[src/rtl/idu_pipe.sv]
// Instruction decode stage: decodes RV32I/RV64I words on entry
// and buffers the decoded records in a DEPTH-entry FIFO.
module idu_pipe #(
  parameter int XLEN  = 32,
  parameter int DEPTH = 2
) (
  input  logic            clk,
  input  logic            rst_n,
  input  logic            flush,
  input  logic            in_valid,
  output logic            in_ready,
  input  logic [31:0]     in_inst,
  input  logic [XLEN-1:0] in_pc,
  output logic            out_valid,
  input  logic            out_ready,
  output logic [XLEN-1:0] out_pc,
  output logic [6:0]      out_op,
  output logic [2:0]      out_funct3,
  output logic [6:0]      out_funct7,
  output logic [4:0]      out_rd,
  output logic [4:0]      out_rs1,
  output logic [4:0]      out_rs2,
  output logic [2:0]      out_itype,
  output logic [XLEN-1:0] out_imm,
  output logic            out_illegal
);

  localparam int AW = $clog2(DEPTH);
  localparam int CW = AW + 1;

  localparam logic [2:0] T_I = 3'b000;
  localparam logic [2:0] T_U = 3'b001;
  localparam logic [2:0] T_S = 3'b010;
  localparam logic [2:0] T_B = 3'b011;
  localparam logic [2:0] T_J = 3'b100;
  localparam logic [2:0] T_R = 3'b101;
  localparam logic [2:0] T_X = 3'b111;

  localparam bit RV64 = (XLEN == 64);

  typedef struct packed {
    logic [XLEN-1:0] pc;
    logic [31:0]     inst;
    logic [2:0]      itype;
    logic [XLEN-1:0] imm;
    logic            ill;
  } ent_t;

  ent_t            mem_q [DEPTH];
  logic [AW-1:0]   wr_q, wr_d;
  logic [AW-1:0]   rd_q, rd_d;
  logic [CW-1:0]   cnt_q, cnt_d;

  logic [6:0]        op;
  logic [2:0]        dec_type;
  logic signed [31:0] imm32;
  ent_t              wr_ent;
  ent_t              head;
  logic              push, pop;

  assign op = in_inst[6:0];

  // Immediates are formed at 32 bits, then sign-extended to XLEN
  always_comb begin
    dec_type = T_X;
    imm32    = '0;
    unique case (1'b1)
      (op == 7'b0110111),
      (op == 7'b0010111): begin
        dec_type = T_U;
        imm32    = {in_inst[31:12], 12'b0};
      end
      (op == 7'b1101111): begin
        dec_type = T_J;
        imm32    = {{11{in_inst[31]}}, in_inst[31],
                    in_inst[19:12], in_inst[20],
                    in_inst[30:21], 1'b0};
      end
      (op == 7'b1100111),
      (op == 7'b0000011),
      (op == 7'b0010011),
      (op == 7'b1110011),
      (RV64 && op == 7'b0011011): begin
        dec_type = T_I;
        imm32    = {{20{in_inst[31]}}, in_inst[31:20]};
      end
      (op == 7'b0100011): begin
        dec_type = T_S;
        imm32    = {{20{in_inst[31]}},
                    in_inst[31:25], in_inst[11:7]};
      end
      (op == 7'b1100011): begin
        dec_type = T_B;
        imm32    = {{19{in_inst[31]}}, in_inst[31],
                    in_inst[7], in_inst[30:25],
                    in_inst[11:8], 1'b0};
      end
      (op == 7'b0110011),
      (RV64 && op == 7'b0111011): begin
        dec_type = T_R;
      end
      default: begin
        dec_type = T_X;
      end
    endcase
  end

  always_comb begin
    wr_ent       = '0;
    wr_ent.pc    = in_pc;
    wr_ent.inst  = in_inst;
    wr_ent.itype = dec_type;
    wr_ent.imm   = XLEN'(imm32);
    wr_ent.ill   = (dec_type == T_X);
  end

  assign in_ready  = (cnt_q != CW'(DEPTH));
  assign out_valid = (cnt_q != '0);
  assign push      = in_valid & in_ready & ~flush;
  assign pop       = out_valid & out_ready & ~flush;

  always_comb begin
    wr_d  = wr_q;
    rd_d  = rd_q;
    cnt_d = cnt_q;
    if (flush) begin
      wr_d  = '0;
      rd_d  = '0;
      cnt_d = '0;
    end else begin
      if (push) wr_d = wr_q + AW'(1);
      if (pop)  rd_d = rd_q + AW'(1);
      if (push && !pop) cnt_d = cnt_q + CW'(1);
      if (pop && !push) cnt_d = cnt_q - CW'(1);
    end
  end

  always_ff @(posedge clk or negedge rst_n) begin
    if (!rst_n) begin
      wr_q  <= '0;
      rd_q  <= '0;
      cnt_q <= '0;
      for (int k = 0; k < DEPTH; k++) mem_q[k] <= '0;
    end else begin
      wr_q  <= wr_d;
      rd_q  <= rd_d;
      cnt_q <= cnt_d;
      if (push) mem_q[wr_q] <= wr_ent;
    end
  end

  assign head = out_valid ? mem_q[rd_q] : '0;

  assign out_pc      = head.pc;
  assign out_op      = head.inst[6:0];
  assign out_rd      = head.inst[11:7];
  assign out_funct3  = head.inst[14:12];
  assign out_rs1     = head.inst[19:15];
  assign out_rs2     = head.inst[24:20];
  assign out_funct7  = head.inst[31:25];
  assign out_itype   = head.itype;
  assign out_imm     = head.imm;
  assign out_illegal = head.ill;

endmodule

[config.mk]
export PLATFORM = sky130hd
export DESIGN_NAME = idu_pipe
export DESIGN_NICKNAME = d
export VERILOG_FILES = /design/src/rtl/idu_pipe.sv
export SDC_FILE = /design/constraint.sdc
export NUM_CORES = 1
export LEC_CHECK = 0
export CAP_MARGIN = 10
export CORE_ASPECT_RATIO = 2
export CORE_MARGIN = 5
export CORE_UTILIZATION = 65
export CTS_BUF_LIST = sky130_fd_sc_hd__clkbuf_4 sky130_fd_sc_hd__clkbuf_8
export DETAILED_ROUTE_END_ITERATION = 16
export DONT_BUFFER_PORTS = 1
export GPL_ROUTABILITY_DRIVEN = 1
export PLACE_DENSITY = 0.81
export RECOVER_POWER = 25
export SLEW_MARGIN = 20
export SYNTH_ARGS = -nofsm -noshare
export SYNTH_HDL_FRONTEND = slang
export SYNTH_SLANG_ARGS = --single-unit
[constraint.sdc]
create_clock -name clk -period 2.3 [get_ports clk]
set_input_delay 0.345 -clock clk [delete_from_list [all_inputs] [get_ports clk]]
set_output_delay 0.345 -clock clk [all_outputs]
set_load 0.05 [all_outputs]
==> run_results.csv <==
group,metric,value,unit
drt,finalWirelength,27000,um
power_and_ir_drop,finalPower,10.5,mW
timing,hold-worst-slack,-503,ps
critical_path,worstSetupPathType,"register to output pin",
synth,ys.flop_type,"dfrtp_1",
clock_network,insertion_delay,550,ps
die,die_area,0.0177,mm2
drt,routedWlPerCell,18.6,um
global_route,gr-total-overflow,0,
finish,layout.nets,1309,
timing,maxSlewViolCount,0,
placement,routabilityCongestion,0.833,
synth,syn_nets,1165,
critical_path,crit_fanout,32,
power_and_ir_drop,seqPwrFrac,46.3,%
timing,skew,20.6,ps
timing,rsz0062_at_grt,"true",
critical_path,worst_setup_path_start_kind,"register",
timing,finalCritPeriodShare,101,%
synth,synth_top_cell_area_share,52.3,%
die,die_h,183,um
placement,io_buffers,0,
power_and_ir_drop,p_switching,3.57,mW
synth,ys_seq_elements,204,
power_and_ir_drop,ir_drop,0.619,mV
global_route,grt_max_degree,205,
global_route,gr-usage-all-layers,30.3,%
drt,drtAntennaViolNets,0,
clock_network,cts_tree,"built",
clock_network,cts_max_path_buffers,3,
timing,final.min_clock_period,2330,ps
synth,synthTopCellsByArea,"dfrtp_1 52%, nand2_1 16%, mux2i_1 10%",
clock_network,clock-root-buffer,"clkbuf_8",
power_and_ir_drop,power_frac_clock,27.1,%
power_and_ir_drop,power_density,881,mW/mm2
drt,via_per_inst,5.78,
finish,final_cells,1451,
die,coreArea,0.0148,mm2
timing,worstMarginPinSlew,663,ps
drt,vias,8388,
critical_path,cp-end-kind,"output pin",
synth,synth_edf_count,0,
synth,async_flop_share,100,%
timing,hold_viol,204,
timing,final.setup.worst_slack,-31.5,ps
global_route,grt_pass1_vias,8807,
synth,synth_most_common_cell,"nand2_1",
synth,ys_top_cells_by_count,"412 x nand2_1, 204 x dfrtp_1, 160 x nor2_1",
global_route,antenna_found_initial,0,
global_route,grt_first_pass_wirelength,44100,um
clock_network,path_clk_slew,70,ps
drt,drt_iter0_markers,543,
die,die_width,96.6,um
placement,placed_cells,1336,
synth,ys_types,47,
placement,post-dp-hpwl,16700,um
power_and_ir_drop,p_int,6.94,mW
finish,area_delta_synth_final,22.3,%
synth,syn-cell-area,0.00975,mm2
drt,drc,0,
die,boundaryPins,171,
die,row_count,63,
power_and_ir_drop,switching_share,34.0,%
run_status,violations,"hold timing, setup timing",
run_status,status,"finished, violations left",
synth,synth_warnings,0,
finish,num_antenna_cells,0,
timing,slew_headroom,55.3,%
synth,synth_top_area_cell,"dfrtp_1",
run,maxCapViolCount,0,
power_and_ir_drop,p_comb_share,26.6,%
die,initial_utilization,65.8,%
clock_network,cts_sinks,204,
clock_network,cts_buffers,28,
drt,dr.pass1.iters,5,
timing,setup_viol,2,
clock_network,htreeDepth,1,
critical_path,cp_data_arrival_time,1990,ps
power_and_ir_drop,power.leakage,5.83,nW
synth,syn-instance-count,1096,
finish,layout-drive-gt1-share,15.5,%
timing,max_freq,0.429,GHz
hold_path,min-delay-path-class,"input pin to async pin",
critical_path,worstPathRequired,1960,ps
synth,yosysSeqAreaShare,52.3,%
clock_network,postCtsHoldBufs,67,
synth,synth_area_per_cell,8.90,um2
[through the flow]
stage	instance area, um2	setup slack [ps]	hold slack [ps]	util, %	TNS (ps)
floorplan	9750	343	49.4	-	0
global placement	10600	407	57.9	71.5	0
detailed placement	10600	332	56.5	71.5	0
CTS	11900	9.71	-529	80.1	0
global route	11900	-44.7	-532	80.5	-228
finish	11900	-31.5	-503	80.5	-55.5
[per-layer routing]
layer  GRT usage, %  vias up  wire length, um
met3           5.10       81             1960
met5              0        -                0
met1           34.6     4033             9400
li1               -     3849                -
met2           53.7      425            14500
met4           16.6        0             1150
[cell usage in the layout (no fill, tap or decap), drive strengths merged, types with 5 or more instances in the layout]
master / instances
nand2: 412
a22o: 15
mux2: 5
dlygate4sd3: 67
buf: 121
dfrtp: 204
and3: 6
mux2i: 102
a31oi: 10
a221o: 5
nor2: 162
a21oi: 47
and4b: 6
and2: 5
clkbuf: 42
[layout make-up]
class                   count  area (um2)
well taps                 195         244
fillers                   909        2890
inverters                   1        3.75
repair buffers            188        1710
clock buffers              42         553
clock inverters             4        20.0
flip-flops and latches    204        5110
multi-input cells         817        4290
[path summary, 6_finish.rpt]
kind                                   end  slack, ps  startpoint  cells past startpoint
worst max-delay path            out_pc[17]        -30        rd_q                      4
worst min-delay path             mem_q[87]       -500       rst_n                      0
worst max register to register  mem_q[111]        340    cnt_q[0]                      4
worst min register to register  mem_q[188]        470  mem_q[188]                      2
max in group asynchronous             rd_q       2450       rst_n                      0
min in group clk                      wr_q         30    in_valid                      3
[power groups by stage]
stage / clock [mW] / sequential, mW / combinational, mW
finish: 2.85 / 4.86 / 2.80
global route: 3.01 / 4.96 / 3.05
CTS: 2.87 / 4.82 / 2.73
detailed placement: 0 / 4.89 / 2.57
global placement: 0 / 4.84 / 2.50
floorplan: 0 / 4.75 / 1.99
[critical path: stages (launching register included)]
cell	delay [ps]
dfrtp_4	540
buf_12	280
mux2i_1	290
nor2_1	100
buf_4	200
[timing repair]
action / 4_1_cts / 5_1_grt
buffers inserted: 2 / 0
endpoints found under the hold margin: 394 / 204
pin swaps: 0 / 0
setup endpoints to repair: 32 / 18
gates resized for setup: 4 / 13
[cell families after synthesis]
family	Yosys count	synth area share, %
compound gates	96	6.59
simple gates	612	25.4
buf+inv	75	4.39
flops	204	52.3
mux	107	11.1
xor+xnor	2	0.180
[registers in the layout (all words and copies together), names as in the netlist]
| register | flops |
|---|---|
| mem_q | 200 |
| cnt_q | 2 |
| rd_q | 1 |
| wr_q | 1 |
No activity file was read; power rests on OpenSTA's default activity.
